## src/rtl/fma16_arb.sv

```systemverilog
// Round-robin arbiter and two-stage pipeline controller for one shared fma16 datapath.
// Optional sticky exception flags are built only when FMA16_ARB_STICKY_EN is defined.
module fma16_arb (
  input  logic        clk,
  input  logic        reset,
  input  logic        req0_valid,
  output logic        req0_ready,
  input  logic [15:0] req0_x,
  input  logic [15:0] req0_y,
  input  logic [15:0] req0_z,
  input  logic [5:0]  req0_ctrl,
  input  logic        req1_valid,
  output logic        req1_ready,
  input  logic [15:0] req1_x,
  input  logic [15:0] req1_y,
  input  logic [15:0] req1_z,
  input  logic [5:0]  req1_ctrl,
  output logic [15:0] fma_x,
  output logic [15:0] fma_y,
  output logic [15:0] fma_z,
  output logic [1:0]  fma_roundmode,
  output logic        fma_mul,
  output logic        fma_add,
  output logic        fma_negp,
  output logic        fma_negz,
  input  logic [15:0] fma_result,
  input  logic [3:0]  fma_flags,
  output logic        rsp_valid,
  input  logic        rsp_ready,
  output logic        rsp_id,
  output logic [15:0] rsp_result,
  output logic [3:0]  rsp_flags,
  input  logic        flags_clr,
  output logic [3:0]  sticky_flags
);

  localparam int unsigned DW = 16;
  localparam int unsigned CW = 6;
  localparam int unsigned FW = 4;

  typedef struct packed {
    logic [DW-1:0] x;
    logic [DW-1:0] y;
    logic [DW-1:0] z;
    logic [CW-1:0] ctrl;
  } bundle_t;

  logic          s1_v_q, s1_v_d;
  bundle_t       s1_q, s1_d;
  logic          s1_id_q, s1_id_d;
  logic          r_v_q, r_v_d;
  logic [DW-1:0] r_result_q, r_result_d;
  logic [FW-1:0] r_flags_q, r_flags_d;
  logic          r_id_q, r_id_d;
  logic          last_q, last_d;

  logic adv, load, gnt0, gnt1, rsp_hs;

  // Pipeline handshake: S1 drains into R whenever R is free or being consumed.
  assign adv    = s1_v_q & (~r_v_q | rsp_ready);
  assign load   = ~s1_v_q | adv;
  assign rsp_hs = r_v_q & rsp_ready;

  // Round-robin: on contention the requester that did not win last time goes first.
  assign gnt0 = req0_valid & (~req1_valid | last_q);
  assign gnt1 = req1_valid & (~req0_valid | ~last_q);

  assign req0_ready = reset & load & gnt0;
  assign req1_ready = reset & load & gnt1;

  always_comb begin
    s1_v_d     = s1_v_q;
    s1_d       = s1_q;
    s1_id_d    = s1_id_q;
    last_d     = last_q;
    r_v_d      = r_v_q;
    r_result_d = r_result_q;
    r_flags_d  = r_flags_q;
    r_id_d     = r_id_q;

    if (load) begin
      if (gnt0 | gnt1) begin
        s1_v_d  = 1'b1;
        s1_id_d = gnt1;
        last_d  = gnt1;
        s1_d    = gnt1 ? bundle_t'{req1_x, req1_y, req1_z, req1_ctrl}
                       : bundle_t'{req0_x, req0_y, req0_z, req0_ctrl};
      end else begin
        s1_v_d = 1'b0;
      end
    end

    if (adv) begin
      r_v_d      = 1'b1;
      r_result_d = fma_result;
      r_flags_d  = fma_flags;
      r_id_d     = s1_id_q;
    end else if (rsp_hs) begin
      r_v_d = 1'b0;
    end
  end

  always_ff @(posedge clk or negedge reset) begin
    if (!reset) begin
      s1_v_q     <= 1'b0;
      s1_q       <= '0;
      s1_id_q    <= 1'b0;
      last_q     <= 1'b1;
      r_v_q      <= 1'b0;
      r_result_q <= '0;
      r_flags_q  <= '0;
      r_id_q     <= 1'b0;
    end else begin
      s1_v_q     <= s1_v_d;
      s1_q       <= s1_d;
      s1_id_q    <= s1_id_d;
      last_q     <= last_d;
      r_v_q      <= r_v_d;
      r_result_q <= r_result_d;
      r_flags_q  <= r_flags_d;
      r_id_q     <= r_id_d;
    end
  end

  assign fma_x         = s1_q.x;
  assign fma_y         = s1_q.y;
  assign fma_z         = s1_q.z;
  assign fma_roundmode = s1_q.ctrl[5:4];
  assign fma_mul       = s1_q.ctrl[3];
  assign fma_add       = s1_q.ctrl[2];
  assign fma_negp      = s1_q.ctrl[1];
  assign fma_negz      = s1_q.ctrl[0];

  assign rsp_valid  = r_v_q;
  assign rsp_id     = r_id_q;
  assign rsp_result = r_result_q;
  assign rsp_flags  = r_flags_q;

`ifdef FMA16_ARB_STICKY_EN
  logic [FW-1:0] sticky_q, sticky_d;

  // Flags consumed in the same cycle as a clear survive it.
  always_comb begin
    sticky_d = (flags_clr ? FW'(0) : sticky_q) | (rsp_hs ? r_flags_q : FW'(0));
  end

  always_ff @(posedge clk or negedge reset) begin
    if (!reset) sticky_q <= '0;
    else        sticky_q <= sticky_d;
  end

  assign sticky_flags = sticky_q;
`else
  logic unused_flags_clr;
  assign unused_flags_clr = flags_clr;
  assign sticky_flags     = '0;
`endif

endmodule
```

## config.mk

```make
export PLATFORM = sky130hd
export DESIGN_NAME = fma16_arb
export DESIGN_NICKNAME = d
export VERILOG_FILES = /design/src/rtl/fma16_arb.sv
export SDC_FILE = /design/constraint.sdc
export NUM_CORES = 1
export LEC_CHECK = 0
export ABC_AREA = 1
export BUFFER_PORTS_ARGS = -buffer_cell sky130_fd_sc_hd__buf_2
export CAP_MARGIN = 0
export CORE_AREA = 2 2 117 119
export DETAILED_ROUTE_END_ITERATION = 8
export DIE_AREA = 0 0 119 121
export PLACE_DENSITY = 0.63
export SLEW_MARGIN = 30
export SYNTH_ARGS = -nofsm -noshare
export SYNTH_HDL_FRONTEND = slang
export SYNTH_SLANG_ARGS = --single-unit
```

## constraint.sdc

```tcl
create_clock -name clk -period 1.5 [get_ports clk]
set_clock_uncertainty 0.2 [all_clocks]
set_input_delay 0.375 -clock clk [delete_from_list [all_inputs] [get_ports clk]]
set_output_delay 0.375 -clock clk [all_outputs]
set_load 0.03 [all_outputs]
```

==> Flow_metrics.wiki, run 1 <==
{| class="wikitable"
! Metric !! Value
|-
| Violated checks || negative hold slack, negative setup slack
|-
| DRC violation count after routing || 0
|-
| Initial core utilization || approximately 30%
|-
| Ant diodes || 0
|-
| Maximum operating frequency || ~560 MHz
|-
| Crit path buffers/inverters || 1
|-
| Class of the tightest hold or removal check || in2async
|-
| Top delay family on crit path || flip-flops
|-
| Average cell area after synthesis || between 7 and 8 um2
|-
| Tightest Pin Transition || ~500 ps
|-
| Count of port buffers added during placement || between 200 and 250
|-
| Maximum fanout along the worst path || 3
|-
| First-pass GRT wire length || 18600 um
|-
| Ratio of total power to cell area || approximately 1500 mW/mm2
|-
| Count of endpoints failing setup in the final report || 57
|-
| Htree depth || 3
|-
| Main synth FF type || sky130_fd_sc_hd__dfrtp_1
|-
| Wire length reported by the detailed router || 11500 um
|-
| TritonCTS Sinks || 79
|-
| Min cycle time layout || approximately 1800 ps
|-
| Post-synth EDFFs || 0
|-
| Final worst-path cycle share || 118%
|-
| Final max-slew violation count || 0
|-
| Routability cong. || 0.767
|-
| Crit path required time || 920 ps
|-
| Library cell with the largest summed area after synthesis || sky130_fd_sc_hd__dfrtp_1
|-
| Cell seen most often among critical-path stages || sky130_fd_sc_hd__nand2_4
|-
| Area of the core || 0.0131 mm2
|-
| Outcome || finished with violations
|-
| Clk slew on worst S/H paths || 60 ps
|-
| Post-DRT Antenna Nets || 0
|-
| Post-layout net count || a little under 900
|-
| Number of buffers created by CTS || 9
|-
| Summed area of non-filler cells in the final layout || 0.00574 mm2
|-
| Peak supply drop || 0.574 mV
|-
| Height of the die || 121 um
|-
| Number of endpoints with negative hold slack in the final report || ~80
|-
| Most numerous cell types in the synthesized netlist || 320 x sky130_fd_sc_hd__nand2_1, 78 x sky130_fd_sc_hd__dfrtp_1, 76 x sky130_fd_sc_hd__nand3_1, 17 x sky130_fd_sc_hd__buf_2, 8 x sky130_fd_sc_hd__buf_4
|-
| CTS root buf || sky130_fd_sc_hd__clkbuf_16
|-
| Global-route congestion overflow total || 0
|-
| Area of the mapped netlist || 0.00384 mm2
|-
| Smallest setup slack after layout || -274 ps
|-
| WP data arrival || 1200 ps
|-
| Global router's overall resource usage || between 10% and 20%
|-
| Post-synth ARST share || 100%
|-
| Pre-antenna DRT Iters || 4
|-
| Post-detailed-route wirelength per cell || about 12 um
|-
| CP Capture Type || output pin
|-
| Share of layout cells above drive strength 1 || a little over a third
|-
| Post-synthesis cell type count || 15
|-
| Via-to-Cell Ratio || 4.34
|-
| Kind of start point of the critical path || register
|-
| Yosys reg bits || 79
|-
| Gate count after technology mapping || 526
|-
| Width of the chip || 119 um
|-
| Biggest cell delay along the critical path || 570 ps
|-
| Static leakage power || 3.40 nW
|-
| Clk buf depth || 2
|-
| Hold WS || -78.2 ps
|-
| P&R area growth vs syn || 49.5%
|-
| Worst setup path category || reg2out
|-
| Maximum number of pins on one net before global-route repair || 80
|-
| Hpwl dp || 7820 um
|-
| Row count || 42
|-
| Post-synthesis sequential area ratio || 51.6%
|-
| Unrepaired setup endpoints after global routing || true
|-
| Ports || 216
|-
| Number of global-route vias before repair || 3803
|-
| CTS tree || yes
|-
| Number of DRC markers in iteration 0 || 169
|-
| Slowest CP cell || sky130_fd_sc_hd__dfstp_2
|-
| Clock latency reported for the late side of the worst-skew pair || about 330 ps
|-
| Synth top area share || 50.9%
|-
| Die Outline Area || between 0.01 and 0.015 mm2
|-
| Number of max-capacitance violations reported || 0
|-
| Worst slew margin || between 60 and 70%
|-
| Yosys warnings || 0
|-
| Area of placed instances || 0.00514 mm2
|-
| Critical-path cell list || nand2_4 > nand2_4 > nor2_4 > buf_6
|-
| Initial antenna violation count || 0
|-
| Synth top area cells || sky130_fd_sc_hd__dfrtp_1 51%, sky130_fd_sc_hd__nand2_1 31%, sky130_fd_sc_hd__nand3_1 9.9%
|-
| Routed via count || around 4000
|-
| Most frequent cell after synthesis || sky130_fd_sc_hd__nand2_1
|}
## cell type report
type / instances / area [um2]
Sequential cell: 79 / 1980
Timing Repair Buffer: 240 / 1550
Fill cell: 1340 / 7350
Tap cell: 176 / 220
Inverter: 4 / 15.0
Clock buffer: 9 / 225
Multi-Input combinational cell: 408 / 1690
Clock inverter: 7 / 55.1
## worst register-to-register path: cells and delay by family, from the launching register on
| family | cells | cell delay, ps |
|---|---|---|
| simple gates | 6 | 350 |
| buf+inv | 2 | 470 |
| flops | 1 | 570 |
## flip-flops by register name, indices dropped and copies added (netlist names)
register,cells
fma_negz,1
rsp_flags,4
fma_mul,1
fma_y,16
rsp_result,16
fma_negp,1
s1_v_q,1
s1_id_q,1
last_q,1
fma_roundmode,2
rsp_valid,1
fma_z,16
fma_add,1
rsp_id,1
fma_x,16
## logic make-up after synthesis
logic type,after synthesis,synth area share (%)
other cells,1,0.0978
simple gates,401,41.9
flops,79,51.6
buf+inv,42,6.03
compound gates,3,0.391
## per-layer routing
metal | global-route usage, % | part of all wire (%) | up-vias
li1 | - | - | 2061
met1 | 20.8 | 46 | 1799
met2 | 26.9 | 48 | 137
met3 | 4.14 | 6.0 | 6
met4 | 3.27 | 0.69 | 0
met5 | 0 | 0 | -
## cell usage in the layout (no fill, tap or decap)
cell type,Yosys,layout
sky130_fd_sc_hd__clkinv_4,0,1
sky130_fd_sc_hd__dfstp_2,1,1
sky130_fd_sc_hd__buf_12,0,9
sky130_fd_sc_hd__inv_1,3,3
sky130_fd_sc_hd__buf_2,17,183
sky130_fd_sc_hd__clkinv_2,0,1
sky130_fd_sc_hd__inv_2,1,1
sky130_fd_sc_hd__o21ai_2,0,1
sky130_fd_sc_hd__buf_16,0,1
sky130_fd_sc_hd__nand2_4,0,3
sky130_fd_sc_hd__clkinvlp_4,0,2
sky130_fd_sc_hd__dfrtp_2,0,1
sky130_fd_sc_hd__dfrtp_1,78,77
sky130_fd_sc_hd__o21ai_0,3,2
sky130_fd_sc_hd__clkbuf_16,0,9
sky130_fd_sc_hd__nand3_4,0,1
sky130_fd_sc_hd__buf_4,8,32
sky130_fd_sc_hd__nor2_4,0,2
sky130_fd_sc_hd__bufbuf_16,0,1
sky130_fd_sc_hd__inv_6,0,3
sky130_fd_sc_hd__nand3_1,76,75
sky130_fd_sc_hd__nand2_2,3,1
sky130_fd_sc_hd__buf_6,3,14
sky130_fd_sc_hd__conb_1,1,4
sky130_fd_sc_hd__nand2_1,320,319
## stage by stage
stage	utilization, %	total power [mW]	std cells	setup WS, ps	TNS [ps]
2_1_floorplan	-	5.04	529	-72.3	-72.3
3_3_place_gp	39.3	6.14	896	-143	-2310
3_5_place_dp	39.3	6.16	896	-139	-2640
4_1_cts	42.8	8.43	917	-296	-3950
5_1_grt	43.8	9.04	923	-321	-8300
6_report	43.8	8.50	923	-274	-2740
## timing repair
item	4_1_cts	5_1_grt
gates resized for setup	27	53
gates cloned	2	0
endpoints found under the setup margin	39	90
endpoints found under the hold margin	78	78
buffers inserted	3	8
pin swaps	3	2
## power by group
| part | leakage [nW] | switching, mW | internal (mW) |
|---|---|---|---|
| Sequential | 0.965 | 0.297 | 2.67 |
| Combinational | 2.30 | 2.25 | 1.24 |
| Clock | 0.133 | 0.915 | 1.14 |
| Total | 3.40 | 3.46 | 5.05 |
## worst paths after layout
| check | startpoint | endpoint | slack, ps | depth (start not counted) |
|---|---|---|---|---|
| hold reg to reg | rsp_result[0] | rsp_result[0] | 270 | 2 |
| setup reg to reg | last_q | fma_y[2] | -150 | 8 |
| hold / removal | reset | fma_z[15] | -80 | 2 |
| min in group clk | fma_result[8] | rsp_result[8] | 70 | 3 |
| max in group asynchronous | reset | last_q | 850 | 2 |
| setup / recovery | last_q | req1_ready | -270 | 4 |
(Power assumes the default switching activity.)
==> inputs of run 2 (changes only) <==
--- a/config.mk
+++ b/config.mk
@@ -12,6 +12,7 @@
 export DETAILED_ROUTE_END_ITERATION = 8
 export DIE_AREA = 0 0 119 121
 export PLACE_DENSITY = 0.63
+export SETUP_SLACK_MARGIN = 0.1
 export SLEW_MARGIN = 30
 export SYNTH_ARGS = -nofsm -noshare
 export SYNTH_HDL_FRONTEND = slang
==> run 2 against run 1 <==
Net effect: the run ends with negative setup slack left; power up 17%; fmax down 0.65%; worst hold slack better by 160 ps; final cell count up 4.4%; critical path depth unchanged; count of clock-buffer cells in the layout up 1; critical path type unchanged; critical endpoint unchanged; largest cell class is now non-clock buffers.
==> Flow_metrics.wiki, run 2 (synthesized netlist as in run 1, its figures left out) <==
{| class="wikitable"
! Metric !! Value
|-
| Number of buffers created by CTS || 9 (unchanged)
|-
| Htree depth || 3 (unchanged)
|-
| Post-DRT Antenna Nets || 0 (unchanged)
|-
| Kind of start point of the critical path || register
|-
| TritonCTS Sinks || 79 (unchanged)
|-
| CP Capture Type || output pin
|-
| Crit path required time || 920 ps (about the same)
|-
| Height of the die || 121 um (unchanged)
|-
| Min cycle time layout || 1790 ps (+11.6 ps)
|-
| Peak supply drop || 0.631 mV (+10%)
|-
| CTS tree || yes
|-
| Count of endpoints failing setup in the final report || 56 (-1.8%)
|-
| WP data arrival || 1210 ps (about the same)
|-
| Global-route congestion overflow total || 0 (unchanged)
|-
| First-pass GRT wire length || 22100 um (+19%)
|-
| Most frequent standard cell in the layout excluding fill and tap cells || sky130_fd_sc_hd__nand2_1
|-
| Initial core utilization || 29.3% (unchanged)
|-
| Routability cong. || 0.769 (+0.22%)
|-
| Proportion of power drawn by combinational gates || 48.6% (+7.6 points)
|-
| Ports || 216 (unchanged)
|-
| Top library cells by usage in the layout, fill and taps aside || 240 x sky130_fd_sc_hd__nand2_1, 131 x sky130_fd_sc_hd__buf_2, 81 x sky130_fd_sc_hd__buf_6
|-
| Pre-antenna DRT Iters || 4 (unchanged)
|-
| Clk slew on worst S/H paths || 60 ps (about the same)
|-
| Utilization after layout || 55.7% (+12 points)
|-
| Count of port buffers added during placement || 210 (unchanged)
|-
| Post-layout net count || 917 (+4.7%)
|-
| Routed via count || 4334 (+8.3%)
|-
| Maximum operating frequency || 560 MHz (-0.65%)
|-
| Maximum fanout along the worst path || 3 (unchanged)
|-
| Wire length reported by the detailed router || 14500 um (+26%)
|-
| Ant diodes || 0 (unchanged)
|-
| Final worst-path cycle share || 119% (+0.78 points)
|-
| Class of the tightest hold or removal check || in2reg
|-
| Via-to-Cell Ratio || 4.50 (+3.7%)
|-
| Sequential share of power || 31.1% (-3.8 points)
|-
| Share of power burned in the clock network || 20.3% (-3.8 points)
|-
| Worst setup path category || reg2out
|-
| Depth of the worst register-to-register path || 10 (+2)
|-
| Number of max-capacitance violations reported || 0 (unchanged)
|-
| Number of DRC markers in iteration 0 || 233 (+38%)
|-
| Number of endpoints with negative hold slack in the final report || 0 (-100%)
|-
| Maximum number of pins on one net before global-route repair || 80 (unchanged)
|-
| Post-detailed-route wirelength per cell || 15.0 um (+20%)
|-
| Area of the core || 0.0131 mm2 (unchanged)
|-
| Unrepaired setup endpoints after global routing || true
|-
| Row count || 42 (unchanged)
|-
| Die Outline Area || 0.0144 mm2 (unchanged)
|-
| Final max-slew violation count || 0 (unchanged)
|-
| Switching share of total power || 39.4% (-1.3 points)
|-
| Initial antenna violation count || 0 (unchanged)
|-
| P&R area growth vs syn || 90.0%
|-
| Violated checks || negative setup slack
|-
| Number of stages on the worst hold path || 3
|-
| Net switching power figure || 3.91 mW (+13%)
|-
| Hpwl dp || 7820 um (about the same)
|-
| Width of the chip || 119 um (unchanged)
|-
| Number of global-route vias before repair || 4256 (+12%)
|-
| Static leakage power || 3.99 nW (+17%)
|-
| Sum Neg Setup Slack || -8640 ps (-5900 ps)
|-
| Internal power component || 6.01 mW (+19%)
|-
| Smallest setup slack after layout || -286 ps (-11.6 ps)
|-
| Ratio of total power to cell area || 1360 mW/mm2 (-8.2%)
|-
| DRC violation count after routing || 0 (unchanged)
|-
| CTS root buf || sky130_fd_sc_hd__clkbuf_16
|-
| Final Instance Count excl. Fillers || 964 (+4.4%)
|-
| Outcome || finished with violations
|-
| Final Power || 9.92 mW (+17%)
|-
| Clk buf depth || 2 (unchanged)
|-
| Global router's overall resource usage || 19.6% (+3.7 points)
|-
| Share of layout cells above drive strength 1 || 55.3% (+20 points)
|-
| Clock latency reported for the late side of the worst-skew pair || 330 ps (about the same)
|-
| Dpl cells || 895 (-0.11%)
|}
[run 2: cell types whose count changed in the layout (fill, tap and decap cells not counted), sizes merged]
| cell | delta |
|---|---|
| clkinv | +3 |
| clkinvlp | -2 |
| inv | -2 |
| dlygate4sd3 | +1 |
| buf | +40 |
| bufbuf | -1 |
| clkbuf | +2 |
[run 2: metrics by stage]
step / hold slack [ps] / cell area, um2 / worst slack (ps)
CTS: 60.8 / 6750 / -300
global route: 68.6 / 7290 / -334
floorplan: -121 / 3880 / -72.3
finish: 77.6 / 7290 / -286
detailed placement: 258 / 5180 / -120
global placement: 250 / 5180 / -122
[run 2: per-layer routing]
metal	vias up	GRT usage, %	wire length (um)
met1	1999	24.4	6040
li1	2153	-	-
met5	-	0	0
met4	0	5.73	199
met3	14	4.89	808
met2	168	33.8	7410
[run 2: cell type report]
type                    instances  area [um2]
repair buffers                281        2520
clock buffers                  10         229
well taps                     176         220
multi-input cells             408        2280
flip-flops and latches         79        1980
clock inverters                 6        45.0
fillers                      1159        5800
inverters                       4        15.0
[run 2: worst paths after layout]
| path | startpoint | to | slack (ps) |
|---|---|---|---|
| worst max register to register | last_q | fma_y[11] | -210 |
| min in group asynchronous | reset | fma_y[5] | 490 |
| worst min register to register | s1_id_q | s1_id_q | 290 |
| worst max-delay path | last_q | req1_ready | -290 |
| worst min-delay path | fma_result[11] | rsp_result[11] | 80 |
| max in group asynchronous | reset | rsp_valid | 250 |
[run 2: power by group through the flow]
stage	sequential [mW]	clock, mW	combinational, mW
after floorplan	4.02	0	1.02
after global placement	2.96	0	3.22
after detailed placement	2.96	0	3.24
after CTS	3.07	2.09	4.45
after global routing	3.14	2.19	5.15
final	3.08	2.01	4.82
[run 2: critical path: stages, from the launching register on]
cell	delay, ps
sky130_fd_sc_hd__dfstp_2	580
sky130_fd_sc_hd__nand2_4	70
sky130_fd_sc_hd__nand2_4	80
sky130_fd_sc_hd__nor2_4	40
sky130_fd_sc_hd__buf_6	130
[run 2: timing repair]
| action | CTS | global route |
|---|---|---|
| hold buffers | 1 | 0 |
| cloned | 11 | 1 |
| endpoints found under the hold margin | 78 | 0 |
| pin swaps | 13 | 59 |
| setup endpoints to repair | 132 | 155 |
| gates resized for setup | 240 | 109 |
| buffers inserted | 20 | 22 |
